**config.mk**
```make
export PLATFORM = sky130hd
export DESIGN_NAME = div_share_arbiter
export DESIGN_NICKNAME = d
export VERILOG_FILES = /design/src/rtl/div_share_arbiter.sv
export SDC_FILE = /design/constraint.sdc
export NUM_CORES = 1
export LEC_CHECK = 0
export CAP_MARGIN = 20
export CORE_MARGIN = 4
export CORE_UTILIZATION = 42
export DETAILED_ROUTE_END_ITERATION = 10
export PLACE_DENSITY_LB_ADDON = 0.3
export SLEW_MARGIN = 20
export SYNTH_ARGS = -nofsm -noshare
export SYNTH_HDL_FRONTEND = slang
export SYNTH_SLANG_ARGS = --single-unit
```
**constraint.sdc**
```tcl
create_clock -name clk -period 13.5 [get_ports clk]
set_input_delay 4.05 -clock clk [delete_from_list [all_inputs] [get_ports clk]]
set_output_delay 4.05 -clock clk [all_outputs]
set_load 0.02 [all_outputs]
```
**src/rtl/div_share_arbiter.sv**
```systemverilog
// rtl/div_share_arbiter.sv - round-robin arbiter sharing one divider among NUM_REQ requesters
// Optional watchdog on the divider wait: define DIV_ARB_TIMEOUT_EN
module div_share_arbiter #(
  parameter int NUM_REQ = 4,
  parameter int DW      = 16,
  parameter int TIMEOUT = 40,
  localparam int IW     = $clog2(NUM_REQ)
) (
  input  logic                  clk,
  input  logic                  rst,
  input  logic [NUM_REQ-1:0]    req_valid,
  output logic [NUM_REQ-1:0]    req_ready,
  input  logic [NUM_REQ*DW-1:0] req_dividend,
  input  logic [NUM_REQ*DW-1:0] req_divisor,
  output logic [NUM_REQ-1:0]    rsp_valid,
  output logic [DW-1:0]         rsp_quotient,
  output logic [DW-1:0]         rsp_remainder,
  output logic                  rsp_divzero,
  output logic                  rsp_timeout,
  output logic                  busy,
  output logic [IW-1:0]         grant_id,
  output logic                  div_start,
  output logic [DW-1:0]         div_dividend,
  output logic [DW-1:0]         div_divisor,
  input  logic [DW-1:0]         div_quotient,
  input  logic [DW-1:0]         div_remainder,
  input  logic                  div_valid
);

  typedef enum logic [1:0] {S_IDLE, S_ISSUE, S_WAIT, S_RESP} state_t;

  state_t        state;
  state_t        state_nx;
  logic [IW-1:0] rr_ptr;
  logic          win_found;
  logic [IW-1:0] win_idx;
  logic [IW-1:0] cand;
  logic          accept;
  logic          wait_done;
  logic          wait_expired;

  assign accept    = (state == S_IDLE) && win_found;
  assign wait_done = (state == S_WAIT) && div_valid;

  // Round-robin pick: first pending requester at or above rr_ptr, wrapping
  always_comb begin
    win_found = 1'b0;
    win_idx   = rr_ptr;
    cand      = rr_ptr;
    for (int i = 0; i < NUM_REQ; i++) begin
      cand = (int'(rr_ptr) + i >= NUM_REQ) ? IW'(int'(rr_ptr) + i - NUM_REQ)
                                           : IW'(int'(rr_ptr) + i);
      if (!win_found && req_valid[cand]) begin
        win_found = 1'b1;
        win_idx   = cand;
      end
    end
  end

`ifdef DIV_ARB_TIMEOUT_EN
  localparam int CW = $clog2(TIMEOUT) + 1;
  logic [CW-1:0] wait_cnt;

  // A real div_valid on the expiry cycle takes precedence over the abort
  assign wait_expired = (state == S_WAIT) && !div_valid && (wait_cnt == CW'(TIMEOUT - 1));

  // Watchdog counts WAIT cycles, cleared while issuing so each job starts at 0
  always_ff @(posedge clk or posedge rst) begin
    if (rst) begin
      wait_cnt <= '0;
    end else if (state == S_ISSUE) begin
      wait_cnt <= '0;
    end else if (state == S_WAIT) begin
      wait_cnt <= wait_cnt + 1'b1;
    end
  end

  // Timeout flag follows the most recent capture: set on abort, cleared on a real result
  always_ff @(posedge clk or posedge rst) begin
    if (rst) begin
      rsp_timeout <= 1'b0;
    end else if (wait_done) begin
      rsp_timeout <= 1'b0;
    end else if (wait_expired) begin
      rsp_timeout <= 1'b1;
    end
  end
`else
  // Without the watchdog WAIT blocks until div_valid and TIMEOUT has no effect
  assign wait_expired = 1'b0;
  assign rsp_timeout  = 1'b0;
  if (TIMEOUT < 1) begin : g_timeout_inert
  end
`endif

  // State register
  always_ff @(posedge clk or posedge rst) begin
    if (rst) begin
      state <= S_IDLE;
    end else begin
      state <= state_nx;
    end
  end

  // Next state and per-state strobes; accept pulse is held off while in reset
  always_comb begin
    state_nx  = state;
    req_ready = '0;
    div_start = 1'b0;
    rsp_valid = '0;
    busy      = (state != S_IDLE);
    case (state)
      S_IDLE: begin
        if (win_found) begin
          req_ready[win_idx] = ~rst;
          state_nx           = S_ISSUE;
        end
      end
      S_ISSUE: begin
        div_start = 1'b1;
        state_nx  = S_WAIT;
      end
      S_WAIT: begin
        if (wait_done || wait_expired) begin
          state_nx = S_RESP;
        end
      end
      S_RESP: begin
        rsp_valid[grant_id] = 1'b1;
        state_nx            = S_IDLE;
      end
      default: state_nx = S_IDLE;
    endcase
  end

  // Operand latch on accept, result capture in WAIT, pointer advance in RESP
  always_ff @(posedge clk or posedge rst) begin
    if (rst) begin
      grant_id      <= '0;
      rr_ptr        <= '0;
      div_dividend  <= '0;
      div_divisor   <= '0;
      rsp_quotient  <= '0;
      rsp_remainder <= '0;
      rsp_divzero   <= 1'b0;
    end else begin
      if (accept) begin
        grant_id     <= win_idx;
        div_dividend <= req_dividend[int'(win_idx)*DW +: DW];
        div_divisor  <= req_divisor[int'(win_idx)*DW +: DW];
      end
      if (wait_done) begin
        rsp_quotient  <= div_quotient;
        rsp_remainder <= div_remainder;
        rsp_divzero   <= (div_divisor == '0);
      end else if (wait_expired) begin
        rsp_quotient  <= '0;
        rsp_remainder <= '0;
        rsp_divzero   <= 1'b0;
      end
      if (state == S_RESP) begin
        rr_ptr <= (int'(grant_id) == NUM_REQ - 1) ? '0 : grant_id + 1'b1;
      end
    end
  end

endmodule

```
==> flow_metrics.env, run 1 <==
export IMPL_status="finished clean"
export IMPL_place_area_um2=6700
export IMPL_synth_fa_ha_area_share_pct=2.34
export IMPL_multi_input_area_um2=2160
export IMPL_first_global_vias=4472
export IMPL_r2r_start="rr_ptr[0]$_DFFE_PP0P_"
export IMPL_setup_worst_path_class="in2out"
export IMPL_clock_latency_ns=0.34
export IMPL_dieArea_um2=11900
export IMPL_fin_setup_tns_ns=0
export IMPL_synth_area_leaders="dfrtp_1 (42%), mux2_2 (8.4%), mux2i_1 (4.7%)"
export IMPL_die_y_um=109
export IMPL_cts_tree="built"
export IMPL_power_share_switching_pct=41.5
export IMPL_ctsHoldBuffers=0
export IMPL_synth_top_flop_cell="dfrtp_1"
export IMPL_cts_root_buffer="clkbuf_8"
export IMPL_via_per_inst=5.45
export IMPL_switching_power_mw=0.597
export IMPL_dp_hpwl_mm=11.9
export IMPL_post_synth_top_count_cell="dfrtp_1"
export IMPL_synth_simple_area_share_pct=18.0
export IMPL_ff2ff_setup_slack_ns=10.73
export IMPL_slowest_stage="nand3_2"
export IMPL_antenna_found_initial=0
export IMPL_rsz0062_at_grt="false"
export IMPL_postCtsResizedCells=0
export IMPL_maxSlewViolCount=0
export IMPL_worstSetupStartpointType="input pin"
export IMPL_ant_nets=0
export IMPL_drv_cap=0
export IMPL_crit_buf_inv=3
export IMPL_wl_per_cell_um=19.0
export IMPL_nets=839
export IMPL_synth_top_area_share_pct=41.6
export IMPL_seqPwrFrac_pct=28.4
export IMPL_leakage_nw=2.89
export IMPL_core_um2=9820
export IMPL_die_x_um=109
export IMPL_fill_cells=762
export IMPL_rr_worst_depth=6
export IMPL_seqCellArea_um2=1780
export IMPL_routed_wl_mm=15.3
export IMPL_overflow=0
export IMPL_synth_area_um2=4270
export IMPL_hp_class="reg2reg"
export IMPL_critPathRequiredTime_ns=9.45
export IMPL_cpMostUsedCell="clkdlybuf4s50_1"
export IMPL_fin_crit_ns=11.14
export IMPL_clkSinkCount=71
export IMPL_muxShareOfSynthArea_pct=13.1
export IMPL_cts_max_level=3
export IMPL_clock_skew_ns=0.00799
export IMPL_slew_headroom_pct=36.2
export IMPL_fin_area_um2=6950
export IMPL_synth_compound_area_share_pct=16.9
export IMPL_post_route_drc_count=0
export IMPL_cp_top_family="buffers and inverters"
export IMPL_p_int_mw=0.841
export IMPL_r2r_end="div_dividend[9]$_DFFE_PP0P_"
export IMPL_crit_arrival_ns=7.09
export IMPL_power_density_nw_per_um2=207
export IMPL_clkPwrFrac_pct=14.9
export IMPL_postCtsSetupBuffers=0
export IMPL_start_util_pct=43.5
export IMPL_area_delta_synth_final_pct=62.7
export IMPL_irDropWorstVdd_v=0.0000859
export IMPL_clk_pin_slew_worst_paths_ns=0.08
export IMPL_crit_path_max_fanout=45
export IMPL_synth_ff_latch_count=71
export IMPL_synth_xor_area_share_pct=0
export IMPL_gp_congestion=0.962
export IMPL_ys_async_sr_fraction_pct=100
export IMPL_drtIter0Drc=252
export IMPL_dp_cells=786
export IMPL_min_to="div_dividend[15]$_DFFE_PP0P_"
export IMPL_synth_top_family_by_area="simple AND/OR/NAND/NOR gates"
export IMPL_syn_inst=440
export IMPL_dr_total_vias=4368
export IMPL_syn_avg_cell_area_um2=9.71
export IMPL_final_cells=802
export IMPL_grt_use_total_pct=25.3
export IMPL_cts_buffer_depth=2
export IMPL_crit_chain="clkdlybuf4s50_1 -> nor2b_4 -> o21ai_2 -> buf_4 -> nand3_2 -> nand2_1 -> nor3_1 -> clkdlybuf4s50_1"
export IMPL_worst_slew_pin_slew_ns=0.955
export IMPL_critPathLaunch="req_valid[2]"
export IMPL_grt_max_degree=63
export IMPL_synth_cell_type_count=44
export IMPL_combinationalPowerShare_pct=56.7
export IMPL_rows=36
export IMPL_min_from="div_dividend[15]$_DFFE_PP0P_"
export IMPL_ys_warnings_count=0
export IMPL_layout_drive_gt1_share_pct=9.87
export IMPL_pin_count=245
export IMPL_synth_seq_area_share_pct=41.6
export IMPL_dr_pass1_iters=5
export IMPL_netlist_top_cells_count="dfrtp_1 (71), nand2_1 (44), inv_1 (32), mux2_2 (32), a31oi_1 (30)"
export IMPL_io_buffers=243
export IMPL_synth_edf_count=0
export IMPL_synth_nets=615
export IMPL_final_hold_viol_count=0
export IMPL_cp_slowest_stage_delay_ns=0.70
export IMPL_setup_viol=0
export IMPL_timing_fmax_mhz=89.8
export IMPL_grt_pass1_wl_mm=23.2
export IMPL_end_kind="primary output"
export IMPL_cts_buffers=9
export IMPL_postLayoutCoreUtil_pct=70.8
export IMPL_antenna_cells=0
export IMPL_min_delay_path_depth=2
export IMPL_finalCritPeriodShare_pct=82.5
export IMPL_synth_largest_area_cell="dfrtp_1"
## worst register-to-register path, cell delays in order (launching register included)
cell and delay (ns):
dfrtp_1 0.58, nor2b_4 0.26, a2bb2oi_4 0.14, buf_4 0.37, nand3_2 0.69, mux2i_1 0.44, o221ai_1 0.16
## registers in the layout (all words and copies together) (netlist names)
signal and cells:
div_dividend 16, rsp_quotient 16, rsp_remainder 16, div_divisor 16
state 2, grant_id 2, rsp_divzero 1, rr_ptr 2
## metrics by stage
stage                     setup WS (ns)  hold slack, ns  power, mW
after global routing               2.24           0.531       1.53
after global placement             2.48           0.469       1.20
final                              2.36           0.493       1.44
after detailed placement           2.42           0.477       1.23
after floorplan                    3.43           0.517      0.877
after CTS                          2.40           0.495       1.45
## power by group through the flow
stage,Sequential (mW),Combinational (mW),Clock [mW]
2_1_floorplan,0.505,0.372,0
6_report,0.409,0.815,0.214
3_5_place_dp,0.410,0.819,0
4_1_cts,0.408,0.820,0.218
5_1_grt,0.424,0.880,0.226
3_3_place_gp,0.404,0.800,0
## routing by layer
layer	vias up	part of all wire, %	wire length, um	GRT usage, %
met3	46	9.7	1480	7.22
met4	0	3.9	589	12.4
met1	2036	39	6030	31.6
li1	2033	-	-	-
met2	253	47	7170	40.3
met5	-	0	0	0
## logic make-up (layout without fill, tap and decap cells)
family | Yosys count | in the layout
compound gates | 102 | 102
fa+ha+maj | 8 | 8
buf+inv | 68 | 297
flops | 71 | 71
mux | 52 | 52
other cells | 1 | 1
simple gates | 138 | 138
## cell usage in the layout (no fill, tap or decap), drive strengths merged, types with 2 or more instances in the layout
cell type      instances
clkdlybuf4s50        243
dfrtp                 71
nand2                 44
inv                   34
mux2                  32
o21ai                 31
a31oi                 30
nor2                  26
and4                  22
mux2i                 20
nand2b                19
a41oi                 18
o221ai                10
clkbuf                 9
ha                     8
buf                    6
nor2b                  6
nor4                   5
nor3                   4
and2                   4
and3                   3
bufinv                 3
a2bb2oi                3
a21oi                  2
clkinv                 2
## how the worst max path moves through the flow
stage,depth (start not counted),to,slack [ns]
detailed placement,8,req_ready[2],2.42
finish,8,req_ready[2],2.36
floorplan,2,req_ready[0],3.43
global placement,8,req_ready[2],2.48
global route,8,req_ready[2],2.24
CTS,8,req_ready[2],2.40
## area by class of cell
class | count | share of cell area (%)
Tap cell | 133 | 2.39
Timing Repair Buffer | 249 | 35.6
Clock buffer | 9 | 1.78
Sequential cell | 71 | 25.6
Clock inverter | 7 | 1.84
Multi-Input combinational cell | 301 | 31.0
Inverter | 32 | 1.75
No activity file was read; power rests on OpenSTA's default activity.
==> inputs of run 2 (changes only) <==
- CORE_UTILIZATION: 42 -> 39
- clock period: 13.5 -> 10.9 ns (I/O delays scaled with it)
==> flow_metrics.env, run 2 (same netlist as run 1, synthesis figures left out) <==
export IMPL_grt_use_total_pct=23.1
export IMPL_worstSetupStartpointType="input pin"
export IMPL_cts_root_buffer="clkbuf_8"
export IMPL_crit_arrival_ns=6.15
export IMPL_nets=841
export IMPL_cts_buffers=9
export IMPL_io_buffers=243
export IMPL_gp_congestion=0.890
export IMPL_dieArea_um2=12700
export IMPL_overflow=0
export IMPL_postCtsSetupBuffers=0
export IMPL_end_kind="primary output"
export IMPL_place_area_um2=6720
export IMPL_cts_buffer_depth=2
export IMPL_fin_area_um2=6970
export IMPL_final_cells=807
export IMPL_cts_max_level=3
export IMPL_antenna_found_initial=0
export IMPL_total_power_mw=1.78
export IMPL_power_density_nw_per_um2=255
export IMPL_grt_max_degree=49
export IMPL_hp_class="reg2reg"
export IMPL_clock_skew_ns=0.00659
export IMPL_leakage_nw=2.90
export IMPL_fin_setup_tns_ns=0
export IMPL_dr_pass1_iters=5
export IMPL_whs_ns=0.503
export IMPL_place_ws_ns=1.46
export IMPL_rows=37
export IMPL_ctsHoldBuffers=0
export IMPL_setup_worst_path_class="in2out"
export IMPL_wl_per_cell_um=18.7
export IMPL_die_y_um=113
export IMPL_rsz0062_at_grt="false"
export IMPL_drtIter0Drc=170
export IMPL_routed_wl_mm=15.1
export IMPL_clock_latency_ns=0.33
export IMPL_crit_path_max_fanout=45
export IMPL_dp_hpwl_mm=12.0
export IMPL_fin_crit_ns=9.42
export IMPL_final_cell_mix="clkdlybuf4s50_1 (243), dfrtp_1 (71), nand2_1 (44)"
export IMPL_post_route_drc_count=0
export IMPL_clk_pin_slew_worst_paths_ns=0.07
export IMPL_dp_cells=791
export IMPL_cts_tree="built"
export IMPL_irDropWorstVdd_v=0.000148
export IMPL_clkSinkCount=71
export IMPL_die_x_um=113
export IMPL_slew_headroom_pct=39.3
export IMPL_core_um2=10500
export IMPL_multi_input_area_um2=2160
export IMPL_ant_nets=0
export IMPL_critPathRequiredTime_ns=7.63
export IMPL_fill_cells=826
export IMPL_drv_cap=0
export IMPL_final_common_cell="clkdlybuf4s50_1"
export IMPL_area_delta_synth_final_pct=63.2
export IMPL_timing_fmax_mhz=106
export IMPL_antenna_cells=0
export IMPL_worst_slew_pin_slew_ns=0.908
export IMPL_via_per_inst=5.28
export IMPL_start_util_pct=40.7
export IMPL_first_global_vias=4489
export IMPL_setup_viol=0
export IMPL_status="finished clean"
export IMPL_layout_drive_gt1_share_pct=10.1
export IMPL_seqCellArea_um2=1780
export IMPL_postCtsResizedCells=0
export IMPL_pin_count=245
export IMPL_postLayoutCoreUtil_pct=66.3
export IMPL_dr_total_vias=4259
export IMPL_grt_pass1_wl_mm=23.4
export IMPL_finalCritPeriodShare_pct=86.4
export IMPL_maxSlewViolCount=0
export IMPL_final_hold_viol_count=0
export IMPL_finalWorstSetupSlack_ns=1.48
-- run 2: changes by cell type in the layout (fill, tap and decap cells not counted), sizes merged --
cell / delta
buf: +2
clkbuf: +1
inv: -1
-- run 2: worst max-delay path, stage by stage --
cell	delay [ns]
clkdlybuf4s50_1	0.69
nor2_1	0.10
o21ai_2	0.12
buf_4	0.36
nand3_2	0.72
nand2_1	0.26
nor3_1	0.07
clkdlybuf4s50_1	0.55
-- run 2: final timing paths --
check                                        start                     endpoint  slack, ns  depth (start not counted)
hold / removal             rsp_divzero$_DFFE_PP0P_      rsp_divzero$_DFFE_PP0P_       0.50                          2
hold reg to reg            rsp_divzero$_DFFE_PP0P_      rsp_divzero$_DFFE_PP0P_       0.50                          2
setup / recovery                      req_valid[3]                 req_ready[2]       1.48                          8
setup reg to reg             rr_ptr[1]$_DFFE_PP0P_   div_divisor[4]$_DFFE_PP0P_       8.22                          6
min in group asynchronous                      rst  div_dividend[4]$_DFFE_PP0P_       3.37                          2
max in group asynchronous                      rst   div_divisor[4]$_DFFE_PP0P_       6.51                          3
-- run 2: cell type report --
class | instances | share of cell area [%]
clock buffer | 10 | 1.97
tap | 136 | 2.44
inverter | 32 | 1.72
clock inverter | 6 | 1.67
timing repair buffer | 251 | 35.8
multi-input combinational | 301 | 31.0
sequential | 71 | 25.5
-- run 2: report_power, final --
group / internal (mW) / leakage (nW) / switching (mW) / total, mW
combinational: 0.492 / 1.94 / 0.524 / 1.02
sequential: 0.398 / 0.836 / 0.102 / 0.500
clock: 0.160 / 0.127 / 0.103 / 0.263
-- run 2: layer usage --
metal  up-vias  routed length (um)  GRT usage, %
li1       2039                   -             -
met1      1981                5950          27.7
met2       220                7450          39.5
met3        19                1410          7.06
met4         0                 282          7.21
met5         -                   0             0
